[config.mk]
export PLATFORM = sky130hd
export DESIGN_NAME = matmul_operand_feeder
export DESIGN_NICKNAME = d
export VERILOG_FILES = /design/src/rtl/matmul_pkg.sv /design/src/rtl/matmul_operand_feeder_regfile.sv /design/src/rtl/matmul_operand_feeder.sv
export SDC_FILE = /design/constraint.sdc
export NUM_CORES = 1
export LEC_CHECK = 0
export ABC_AREA = 1
export CAP_MARGIN = 20
export CORE_MARGIN = 2
export CORE_UTILIZATION = 35
export DETAILED_ROUTE_END_ITERATION = 8
export GPL_ROUTABILITY_DRIVEN = 0
export GPL_TIMING_DRIVEN = 0
export HOLD_SLACK_MARGIN = 0.05
export PLACE_DENSITY = 0.54
export SLEW_MARGIN = 0
export SYNTH_ARGS = -nofsm -noshare
export SYNTH_HDL_FRONTEND = slang
export SYNTH_HIERARCHICAL = 1
export SYNTH_SLANG_ARGS = --single-unit
[constraint.sdc]
create_clock -name clk -period 4.4 [get_ports clk]
set_input_delay 0.88 -clock clk [delete_from_list [all_inputs] [get_ports clk]]
set_output_delay 0.88 -clock clk [all_outputs]
set_load 0.02 [all_outputs]
[src/rtl/matmul_pkg.sv]
// matmul_pkg
//   Shared constants and types for the 4x4 MAC-array operand feeder.
//   DATA_W  : signed operand element width
//   ACC_W   : accumulator width that holds an M-term dot product without overflow
//   M       : matrix dimension
//   BEAT_W  : width of the input beat counter (covers 2*M*M beats)
//   K_W     : width of the slice index k (minimum 1 bit)
package matmul_pkg;

  localparam int DATA_W = 8;
  localparam int M      = 4;
  localparam int ACC_W  = 2 * DATA_W + $clog2(M);
  localparam int BEAT_W = $clog2(2 * M * M);
  localparam int K_W    = (M > 1) ? $clog2(M) : 1;

  typedef logic signed [DATA_W-1:0] operand_t;

  typedef enum logic [1:0] {LOAD, CLEAR, COMPUTE, DONE} feeder_state_t;

endpackage

[src/rtl/matmul_operand_feeder_regfile.sv]
// operand_regfile
//   Holds the A and B operand matrices as one flat buffer of 2*M*M elements:
//   indices 0..M*M-1 are A row-major, M*M..2*M*M-1 are B row-major.
//   Ports:
//     clk            clock
//     we, wr_idx,    write port (one element per cycle)
//     wr_data
//     k              slice index for the read port
//     a_col          A[i][k] for i = 0..M-1
//     b_row          B[k][j] for j = 0..M-1
//   No reset: contents are don't-care until a full load has happened.
module operand_regfile
  import matmul_pkg::*;
(
  input  logic                         clk,
  input  logic                         we,
  input  logic [BEAT_W-1:0]            wr_idx,
  input  logic [DATA_W-1:0]            wr_data,
  input  logic [K_W-1:0]               k,
  output logic [M-1:0][DATA_W-1:0]     a_col,
  output logic [M-1:0][DATA_W-1:0]     b_row
);

  operand_t mem [2*M*M];

  always_ff @(posedge clk) begin
    if (we) begin
      mem[wr_idx] <= operand_t'(wr_data);
    end
  end

  always_comb begin
    a_col = '0;
    b_row = '0;
    for (int i = 0; i < M; i++) begin
      a_col[i] = mem[BEAT_W'(i * M) + BEAT_W'(k)];
      b_row[i] = mem[BEAT_W'(M * M) + BEAT_W'(k) * BEAT_W'(M) + BEAT_W'(i)];
    end
  end

endmodule

[src/rtl/matmul_operand_feeder.sv]
// matmul_operand_feeder
//   Buffers A then B from a serial element stream, clears the MAC array,
//   then drives M enabled cycles of k-indexed operand slices so the array
//   accumulates C = A*B. Holds done until the consumer acknowledges.
//   Ports:
//     clk, rst           clock, synchronous active-high reset
//     in_valid/in_ready  element stream handshake, in_data the element
//     mac_clr, mac_en    array accumulator clear pulse / enable
//     a_out, b_out       per-cell array operands, a_out[i][j], b_out[i][j]
//     busy               high in CLEAR, COMPUTE and DONE
//     done, res_ack      product ready / consumer acknowledge
//     op_count           completed operations; counts only when
//                        MATMUL_FEEDER_PERF_CNT_EN is defined, else tied to 0
//
//   state   | meaning
//   LOAD    | accepting A then B elements into the buffer
//   CLEAR   | one-cycle accumulator clear
//   COMPUTE | M cycles of operand slices, k = 0..M-1
//   DONE    | product held in the array, waiting for res_ack
module matmul_operand_feeder
  import matmul_pkg::*;
(
  input  logic                             clk,
  input  logic                             rst,
  input  logic                             in_valid,
  output logic                             in_ready,
  input  logic [DATA_W-1:0]                in_data,
  output logic                             mac_clr,
  output logic                             mac_en,
  output logic [M-1:0][M-1:0][DATA_W-1:0]  a_out,
  output logic [M-1:0][M-1:0][DATA_W-1:0]  b_out,
  output logic                             busy,
  output logic                             done,
  input  logic                             res_ack,
  output logic [31:0]                      op_count
);

  localparam logic [BEAT_W-1:0] LAST_BEAT = BEAT_W'(2 * M * M - 1);
  localparam logic [K_W-1:0]    LAST_K    = K_W'(M - 1);

  feeder_state_t           state, state_nxt;
  logic [BEAT_W-1:0]       beat_cnt, beat_cnt_nxt;
  logic [K_W-1:0]          k, k_nxt;
  logic                    beat_fire;
  logic [M-1:0][DATA_W-1:0] a_col, b_row;

  // Read port is addressed with k_nxt so the registered operand outputs
  // line up with the cycle in which mac_en is high.
  operand_regfile u_regfile (
    .clk     (clk),
    .we      (beat_fire),
    .wr_idx  (beat_cnt),
    .wr_data (in_data),
    .k       (k_nxt),
    .a_col   (a_col),
    .b_row   (b_row)
  );

  always_ff @(posedge clk) begin
    if (rst) begin
      state    <= LOAD;
      beat_cnt <= '0;
      k        <= '0;
    end else begin
      state    <= state_nxt;
      beat_cnt <= beat_cnt_nxt;
      k        <= k_nxt;
    end
  end

  always_comb begin
    state_nxt    = state;
    beat_cnt_nxt = beat_cnt;
    k_nxt        = k;
    beat_fire    = 1'b0;
    case (state)
      LOAD: begin
        if (in_valid) begin
          beat_fire = 1'b1;
          if (beat_cnt == LAST_BEAT) begin
            state_nxt    = CLEAR;
            beat_cnt_nxt = '0;
          end else begin
            beat_cnt_nxt = beat_cnt + 1'b1;
          end
        end
      end
      CLEAR: begin
        state_nxt = COMPUTE;
        k_nxt     = '0;
      end
      COMPUTE: begin
        if (k == LAST_K) begin
          state_nxt = DONE;
          k_nxt     = '0;
        end else begin
          k_nxt = k + 1'b1;
        end
      end
      DONE: begin
        if (res_ack) begin
          state_nxt = LOAD;
        end
      end
      default: state_nxt = LOAD;
    endcase
  end

  assign in_ready = (state == LOAD);
  assign busy     = (state != LOAD);

  // Array-facing outputs are flops decoded from next-state.
  always_ff @(posedge clk) begin
    if (rst) begin
      mac_clr <= 1'b0;
      mac_en  <= 1'b0;
      done    <= 1'b0;
      a_out   <= '0;
      b_out   <= '0;
    end else begin
      mac_clr <= (state_nxt == CLEAR);
      mac_en  <= (state_nxt == COMPUTE);
      done    <= (state_nxt == DONE);
      for (int i = 0; i < M; i++) begin
        for (int j = 0; j < M; j++) begin
          a_out[i][j] <= (state_nxt == COMPUTE) ? a_col[i] : '0;
          b_out[i][j] <= (state_nxt == COMPUTE) ? b_row[j] : '0;
        end
      end
    end
  end

`ifdef MATMUL_FEEDER_PERF_CNT_EN
  logic [31:0] op_count_q;

  always_ff @(posedge clk) begin
    if (rst) begin
      op_count_q <= '0;
    end else if (state == DONE && res_ack) begin
      op_count_q <= op_count_q + 32'd1;
    end
  end

  assign op_count = op_count_q;
`else
  assign op_count = '0;
`endif

endmodule

==> results.py, run 1 <==
metrics = {
    "yosys": {
        "netlist-cell-type-count": 27,
        "synth_top_area_cell": "edfxtp_1",
        "ys.flop_type": "edfxtp_1",
        "seq_area_frac_synth_pct": 59.9,
        "synth_warnings": 6,
        "synth_seq_cells": 332,
        "synthArstFlopShare_pct": 0,
        "synth_edf_count": 256,
        "syn_area_sq_um": 15400,
        "synth_top_area_share_pct": 50.0,
        "yosysMostFrequentCell": "inv_1",
        "synth.avg_cell_area_sq_um": 9.82,
        "synth_top_cells_by_count": "inv_1 (338), nand2_1 (335), edfxtp_1 (256)",
        "synthTopCellsByArea": "edfxtp_1 (50%), buf_4 (12%), dfxtp_1 (9.9%)",
        "synthCells": 1565,
    },
    "sta": {
        "rsz0062_at_grt": "no",
        "fmax_mhz": 349,
        "setup_viol": 0,
        "post-route-period-util_pct": 65.2,
        "skew_ns": 0.0238,
        "setup_ws_ns": 1.53,
        "slew_viol_final": 0,
        "min_period_ns": 2.87,
        "tightest_slew_ns": 1.01,
        "hold_viol": 0,
        "fin_setup_tns_ns": 0,
        "slew_headroom_pct": 32.7,
    },
    "grt": {
        "grt_pass1_wl_um": 55700,
        "grt_max_degree": 33,
        "use_met3_pct": 2.31,
        "grt_usage_pct": 16.1,
        "grt-ovfl-total": 0,
        "grt_use_met1_pct": 21.3,
        "met2_usage_pct": 27.8,
        "antenna_found_initial": 1,
        "grt_pass1_vias": 10093,
        "grt.busiest_layer": "met2",
    },
    "placement": {
        "hpwl_um": 25900,
        "pre_cts_slack_ns": 1.15,
        "io_buffers": 272,
        "placedCellCount": 2458,
    },
    "clock_tree": {
        "cts_resized": 0,
        "cts_sinks": 332,
        "clock_latency_ns": 0.53,
        "h-tree-depth": 2,
        "ctsRootBufferMaster": "clkbuf_16",
        "cts_tree": "built",
        "post_cts_buffers": 0,
        "cts_hold_buf": 0,
        "cts_max_path_buffers": 3,
        "cts_buffers": 39,
        "clk_pin_slew_ns": 0.05,
    },
    "setup_path": {
        "cpPeakStageDelay_ns": 0.61,
        "crit_buf_inv": 3,
        "critPathTopFamily": "buffers and inverters",
        "timing.rr.end": "b_out[127]",
        "path_depth": 4,
        "crit_fanout": 4,
        "startpoint": "state[0]",
        "reg2regPathDepth": 13,
        "cp-start-kind": "flop",
        "crit_chain": "inv_1 > ha_1 > inv_2 > clkdlybuf4s50_1",
        "crit_slowest_cell": "clkdlybuf4s50_1",
        "setup.worst_path.class": "flop to output port",
        "regToRegSetupSlack_ns": 1.73,
        "cp.required_ns": 3.52,
        "worstPathArrival_ns": 1.99,
        "cp-end-kind": "output port",
        "r2r_start": "state[1]",
    },
    "pwr": {
        "leakage_nw": 9.24,
        "finalPower_mw": 7.69,
        "powerDensity_nw_per_um2": 379,
        "ir_drop_uv": 202,
    },
    "hold_path": {
        "holdPathEnd": "k[0]",
        "hp-start": "k[0]",
        "min_path_cells": 2,
        "min_path_type": "flop to flop",
    },
    "die": {
        "chipHeight_um": 214,
        "die_w_um": 214,
        "coreArea_sq_um": 43200,
        "start_util_pct": 35.6,
        "ios": 305,
        "die_area_sq_um": 45600,
        "num_rows": 76,
    },
    "run": {
        "maxCapViolations": 0,
    },
    "run_status": {
        "outcome": "finished clean",
    },
    "route": {
        "drtPass1Iterations": 4,
        "routed_wirelength_um": 37100,
        "drc_errors": 0,
        "ant_nets": 0,
        "post_drt_wl_per_cell_um": 14.6,
        "vias": 10541,
        "first_iter_violations": 568,
        "vias_per_cell": 4.16,
    },
    "final_layout": {
        "final_cells": 2531,
        "final_nets": 1933,
        "area_delta_synth_final_pct": 31.9,
        "layout-drive-gt1-share_pct": 19.3,
    },
}
-- registers in the layout, summed over array words and instances (netlist names) --
name / count
u_regfile/mem: 256
a_out: 32
b_out: 32
beat_cnt: 5
k: 2
state: 2
done: 1
mac_clr: 1
mac_en: 1
-- cell type report --
| type | instances | area, sq um |
|---|---|---|
| antenna | 1 | 2.50 |
| buffer | 279 | 2030 |
| clock buffer | 59 | 1080 |
| clock inverter | 13 | 121 |
| fill | 4066 | 22900 |
| inverter | 342 | 1280 |
| multi-input combinational | 643 | 2960 |
| sequential | 332 | 9210 |
| tap | 585 | 732 |
| timing repair buffer | 277 | 2850 |
-- tightest hold or removal path, cell delays in order, from the launching register on --
cell	delay (ns)
dfxtp_1	0.32
nand2_1	0.08
a21oi_1	0.06
-- stage by stage --
step	cell area, sq um	util (%)	hold slack [ns]
final	20300	47.0	0.509
after global routing	20300	47.0	0.546
after CTS	20300	47.0	0.517
after detailed placement	19100	44.2	0.511
after global placement	18900	43.9	0.495
after floorplan	15500	-	0.473
-- metal layers --
layer	up-vias	wire length (um)	share of wire, %
met2	315	17700	48
met5	-	0	0
met3	48	2140	5.8
met4	0	756	2.0
met1	4897	16500	44
li1	5281	-	-
-- cell usage in the layout (no fill, tap or decap), drive strengths merged --
| cell type | n |
|---|---|
| edfxtp | 256 |
| a21oi | 1 |
| ha | 7 |
| o22ai | 1 |
| nand2 | 338 |
| xor2 | 1 |
| inv | 345 |
| nor2 | 46 |
| nand3 | 146 |
| o21ai | 3 |
| clkdlybuf4s50 | 270 |
| clkinv | 8 |
| nor3 | 67 |
| diode | 1 |
| buf | 280 |
| clkbuf | 65 |
| dfxtp | 76 |
| or3 | 1 |
| conb | 32 |
| bufinv | 2 |
-- worst max path at each step --
stage	endpoint	slack, ns
final	busy	1.53
after global routing	busy	1.44
after floorplan	u_regfile/mem[11][0]	2.31
after detailed placement	u_regfile/mem[18][1]	1.15
after CTS	busy	1.52
after global placement	u_regfile/mem[18][2]	1.17
-- where the power goes --
group	internal [mW]	leakage, nW	total (mW)	switching (mW)
logic	0.547	5.73	1.15	0.604
clock network	1.82	0.586	3.03	1.21
registers	3.46	2.92	3.52	0.0601
-- kinds of logic after synthesis --
| family | synth area share, % |
|---|---|
| AOI/OAI and AO/OA | 0.171 |
| adders and majority gates | 0.570 |
| and+or+nand+nor | 17.7 |
| other | 0.0244 |
| DFF | 59.9 |
| xor gates and xnor gates | 0.0570 |
| buffers and inverters | 21.6 |
Note: power is estimated with default switching activity, not from simulation.
==> inputs of run 2 (changes only) <==
==> constraint.sdc (replaced) <==
create_clock -name clk -period 2.95 [get_ports clk]
set_input_delay 0.59 -clock clk [delete_from_list [all_inputs] [get_ports clk]]
set_output_delay 0.59 -clock clk [all_outputs]
set_load 0.02 [all_outputs]
==> results of run 2 <==
The final DEF is identical to that of run 1. Status: finished clean.
Among the figures that moved: setup slack after placement 1.15 ns -> -0.0146 ns; setup slack after layout 1.53 ns -> 0.275 ns; start point of the critical path state[0] -> state[1]; end point of the critical path busy -> b_out[127]; register-to-register setup slack 1.73 ns -> 0.28 ns; total power 7.69 mW -> 11.5 mW; worst IR drop on VDD 202 uV -> 302 uV
==> inputs of run 3 (changes only) <==
--- a/config.mk
+++ b/config.mk
@@ -8,12 +8,12 @@
 export ABC_AREA = 1
 export CAP_MARGIN = 20
 export CORE_MARGIN = 2
-export CORE_UTILIZATION = 35
+export CORE_UTILIZATION = 52
 export DETAILED_ROUTE_END_ITERATION = 8
 export GPL_ROUTABILITY_DRIVEN = 0
 export GPL_TIMING_DRIVEN = 0
 export HOLD_SLACK_MARGIN = 0.05
-export PLACE_DENSITY = 0.54
+export PLACE_DENSITY = 0.76
 export SLEW_MARGIN = 0
 export SYNTH_ARGS = -nofsm -noshare
 export SYNTH_HDL_FRONTEND = slang
==> results.py, run 3 (synthesis gave the netlist of run 1 again) <==
metrics = {
    "run_status": {
        "outcome": "finished clean",
    },
    "sta": {
        "setup_viol": 0,
        "rsz0062_at_grt": "no",
        "post-route-period-util_pct": 89.1,
        "skew_ns": 0.0189,
        "min_period_ns": 2.63,
        "hold_viol": 0,
        "finalHoldWorstSlack_ns": 0.531,
        "tightest_slew_ns": 0.997,
        "slew_viol_final": 0,
        "fmax_mhz": 381,
        "slew_headroom_pct": 33.4,
        "fin_setup_tns_ns": 0,
    },
    "route": {
        "drtPass1Iterations": 8,
        "first_iter_violations": 947,
        "ant_nets": 0,
        "post_drt_wl_per_cell_um": 15.3,
        "drc_errors": 0,
        "routed_wirelength_um": 35400,
        "vias_per_cell": 4.68,
        "vias": 10876,
    },
    "final_layout": {
        "top_register": "u_regfile/mem",
        "n_fill_cell": 2089,
        "multiInputGateArea_sq_um": 2960,
        "final_nets": 1931,
        "layout-drive-gt1-share_pct": 19.4,
        "layout_common_cells": "inv_1 (338), nand2_1 (335), clkdlybuf4s50_1 (272), edfxtp_1 (256), buf_4 (240)",
        "final_common_cell": "inv_1",
        "seqCellArea_sq_um": 9210,
        "largest_reg_flops": 256,
        "area_delta_synth_final_pct": 29.8,
        "stdcell_area_sq_um": 19900,
        "reg.largest.list": "u_regfile/mem (256), a_out (32), b_out (32)",
        "antenna_cells": 0,
    },
    "clock_tree": {
        "cts_hold_buf": 0,
        "clock_latency_ns": 0.52,
        "clk_pin_slew_ns": 0.06,
        "cts_max_path_buffers": 3,
        "ctsRootBufferMaster": "clkbuf_16",
        "cts_tree": "built",
        "h-tree-depth": 2,
        "cts_resized": 0,
        "cts_buffers": 35,
        "cts_sinks": 332,
        "post_cts_buffers": 0,
    },
    "placement": {
        "hpwl_um": 24900,
        "placement.cell_area_sq_um": 18900,
        "io_buffers": 272,
    },
    "setup_path": {
        "cp.required_ns": 3.33,
        "reg2regPathDepth": 13,
        "cp_common_cell": "nand2_1",
        "cp-end-kind": "flop",
        "crit_fanout": 10,
        "crit_chain": "inv_1 > ha_1 > nand2_1 > or3_1 > nand2_1 > inv_2 > buf_2 > buf_2 > nand2_1 > nand3_1 > nand2_1 > inv_1 > nor3_1",
        "path_depth": 13,
        "setup.worst_path.class": "flop to flop",
        "crit_buf_inv": 5,
        "cp-start-kind": "flop",
        "cpPeakStageDelay_ns": 0.39,
        "crit_slowest_cell": "dfxtp_1",
        "worstPathArrival_ns": 3.01,
        "critPathTopFamily": "simple AND/OR/NAND/NOR gates",
    },
    "pwr": {
        "leakage_nw": 9.21,
        "powerDensity_nw_per_um2": 555,
        "ir_drop_uv": 347,
    },
    "die": {
        "ios": 305,
        "die_w_um": 176,
        "coreArea_sq_um": 28900,
        "die_area_sq_um": 31000,
        "num_rows": 62,
        "chipHeight_um": 176,
        "start_util_pct": 53.1,
    },
    "hold_path": {
        "min_path_type": "flop to flop",
        "min_path_cells": 2,
    },
    "grt": {
        "grt_pass1_vias": 10747,
        "grt-ovfl-total": 0,
        "grt_pass1_wl_um": 54800,
        "grt_max_degree": 33,
        "antenna_found_initial": 0,
        "grt_usage_pct": 22.8,
    },
    "run": {
        "maxCapViolations": 0,
    },
}
[run 3: power by group]
part	internal [mW]	switching [mW]
Sequential	5.15	0.0920
Clock	2.40	1.71
Combinational	0.822	0.895
[run 3: worst paths after layout]
kind,from,slack (ns),end
setup / recovery,state[0],0.32,a_out[95]
hold / removal,k[0],0.53,k[0]
setup reg to reg,state[0],0.32,a_out[95]
hold reg to reg,k[0],0.53,k[0]
[run 3: cell type report]
class	instances	share of cell area, %
buffer	279	10.2
multi-input combinational	643	14.9
clock buffer	50	4.87
sequential	332	46.2
timing repair buffer	279	14.6
clock inverter	14	0.527
tap	384	2.41
inverter	342	6.44
[run 3: per-layer routing]
metal | vias to the layer above | wire (um) | track usage [%]
met2 | 515 | 18000 | 41.0
met1 | 5024 | 13400 | 27.7
met5 | - | 0 | 0
met4 | 0 | 849 | 7.47
met3 | 73 | 3130 | 4.03
li1 | 5264 | - | -
[run 3: worst register-to-register path: cells and delay by family (launching register included)]
kind	cells	cell delay (ns)
flops	1	0.39
fa+ha+maj	1	0.32
simple gates	7	1.12
buf+inv	5	0.65
[run 3: per-stage QoR]
stage / utilization, % / std cells / setup WS (ns) / total power [mW]
2_1_floorplan: - / 1596 / 0.920 / 6.30
3_3_place_gp: 64.6 / 2252 / 0.0594 / 7.01
3_5_place_dp: 65.2 / 2259 / 0.0510 / 7.07
4_1_cts: 68.9 / 2323 / 0.344 / 11.1
5_1_grt: 68.9 / 2323 / 0.106 / 11.4
6_report: 68.9 / 2323 / 0.323 / 11.1
==> RTL edit: new RTL, settings of run 2 <==
Set the package constant `DATA_W` to 12 (it was 8).
--- a/src/rtl/matmul_pkg.sv
+++ b/src/rtl/matmul_pkg.sv
@@ -9,3 +9,3 @@
 
-  localparam int DATA_W = 8;
+  localparam int DATA_W = 12;
   localparam int M      = 4;
Interface: changed (resized a_out, b_out and in_data); port bits go from 305 to 437. No check against the original RTL was run, so the function may have changed too.
==> RTL edit against run 2 <==
- sequential cell count is 160 higher
- final area up 46%
- count of clock-buffer cells in the layout grew 20
- power rose by 46%
- critical path type is now flop to primary output
- wire length increased by 56%
- cell count grew 46%
- setup slack got worse by 110 ps
- die area rose by 43%
- largest cell class unchanged
- synthesized area grew 44%
==> RTL edit: results <==
group,metric,value,unit
setup_path,r2r_setup_slack,170,ps
drt,post_drt_wl_per_cell,15.7,um
logic_synthesis,synth_cell_types,24,
placed_design,dp_hpwl,39900,um
drt,vias,15600,
sta,slew_headroom,26.4,%
cts,cts-buffers-inserted,54,
layout,top_regs,"u_regfile/mem x384, a_out x48, b_out x48",
grt,grt_pass1_vias,15100,
setup_path,crit_fanout,4,
logic_synthesis,yosysSeqAreaShare,61.8,%
drt,wl_met1,24300,um
drt,viasPerCell,4.23,
drt,dr_wl_met2,28800,um
logic_synthesis,ys.warnings.count,6,
setup_path,cp.arrival,2200,ps
pwr,leakage,0.0135,uW
logic_synthesis,yosys-top-cells-count,"inv_1, nand2_1, edfxtp_1",
placed_design,dpl.cell_count,3576,
pwr,p_int,12700,uW
logic_synthesis,synth_edf_count,384,
outcome,status,"finished, final reports clean",
logic_synthesis,synthTopCellsByArea,"edfxtp_1, buf_4, dfxtp_1",
drt,dr.pass1.iters,5,
placed_design,numPortBuffers,404,
layout,n_fill_cell,5851,
drt,routed.top_layer,"met5",
grt,grt_max_degree,33,
layout,drive_above_1_share,18.5,%
layout,layout.nets,2815,
sta,skew,25.2,ps
grt,antenna_found_initial,2,
grt,grt_pass1_wl,87800,um
sta,worst_hold_slack,517,ps
grt,grtUsageTotal,17.4,%
logic_synthesis,netlist_instances,2265,
cts,clk_latency,610,ps
min_path,min_path_type,"flop to flop",
drt,drt-initial-drc-count,1056,
cts,cts_root_buf,"clkbuf_16",
drt,wl_met3,3740,um
pwr,max-vdd-ir-drop,0.486,mV
## RTL edit: cell types whose count changed in the layout (fill, tap and decap cells not counted), sizes merged, moves of 64 or more
cell	before	now
buf	280	430
clkdlybuf4s50	270	397
edfxtp	256	384
inv	345	502
nand2	338	498
nand3	146	210
## RTL edit: metal layers
layer  vias to the layer above  track usage [%]
li1                       7720                -
met5                         -                0
met4                         4             4.42
met3                        77             3.17
met1                      7295             21.8
met2                       497             30.8
## RTL edit: logic make-up after synthesis
| logic type | after synthesis | share of synthesized area, % |
|---|---|---|
| other cells | 1 | 0.0169 |
| xor+xnor | 1 | 0.0395 |
| compound gates | 5 | 0.118 |
| fa+ha+maj | 7 | 0.395 |
| flops | 492 | 61.8 |
| buf+inv | 905 | 21.2 |
| simple gates | 854 | 16.5 |
## RTL edit: final cells by class
cell class                      instances  area share (%)
Antenna cell                            2          0.0169
Buffer                                403            9.55
Clock buffer                           79            5.34
Clock inverter                         22           0.580
Inverter                              502            6.38
Multi-Input combinational cell        899            13.3
Sequential cell                       492            46.4
Tap cell                              846            3.58
Timing Repair Buffer                  440            14.9
## RTL edit: worst max-delay path, stage by stage (launching register included)
cell             delay, ps
dfxtp_1                400
inv_1                  100
ha_1                   310
inv_2                  160
clkdlybuf4s50_1        630
## RTL edit: per-stage QoR
step	setup TNS, ps	instance area [um^2]	setup slack, ps
floorplan	0	22300	744
global placement	-82990	27400	-358
finish	0	29500	164
detailed placement	-18080	27700	-227
global route	0	29500	11.2
CTS	0	29400	69.6
## RTL edit: power by group through the flow
| stage | Clock, uW | Combinational, uW | Sequential [uW] |
|---|---|---|---|
| floorplan | 0 | 1230 | 8020 |
| global placement | 0 | 2450 | 7930 |
| detailed placement | 0 | 2490 | 7930 |
| CTS | 6710 | 2490 | 7780 |
| global route | 6980 | 2620 | 7800 |
| finish | 6560 | 2470 | 7780 |
## RTL edit: what timing repair did
action | 4_1_cts | 5_1_grt
hold buffers | 0 | 0
endpoints found under the setup margin | 0 | 4
hold endpoints to repair | 0 | 0
buffers inserted | 0 | 0
gates resized for setup | 0 | 5
## RTL edit: worst paths after layout
check	from	endpoint	cells past startpoint
worst min register to register	k[0]	k[0]	2
worst min-delay path	k[0]	k[0]	2
worst max register to register	state[0]	u_regfile/mem[16][5]	6
worst max-delay path	state[0]	busy	4
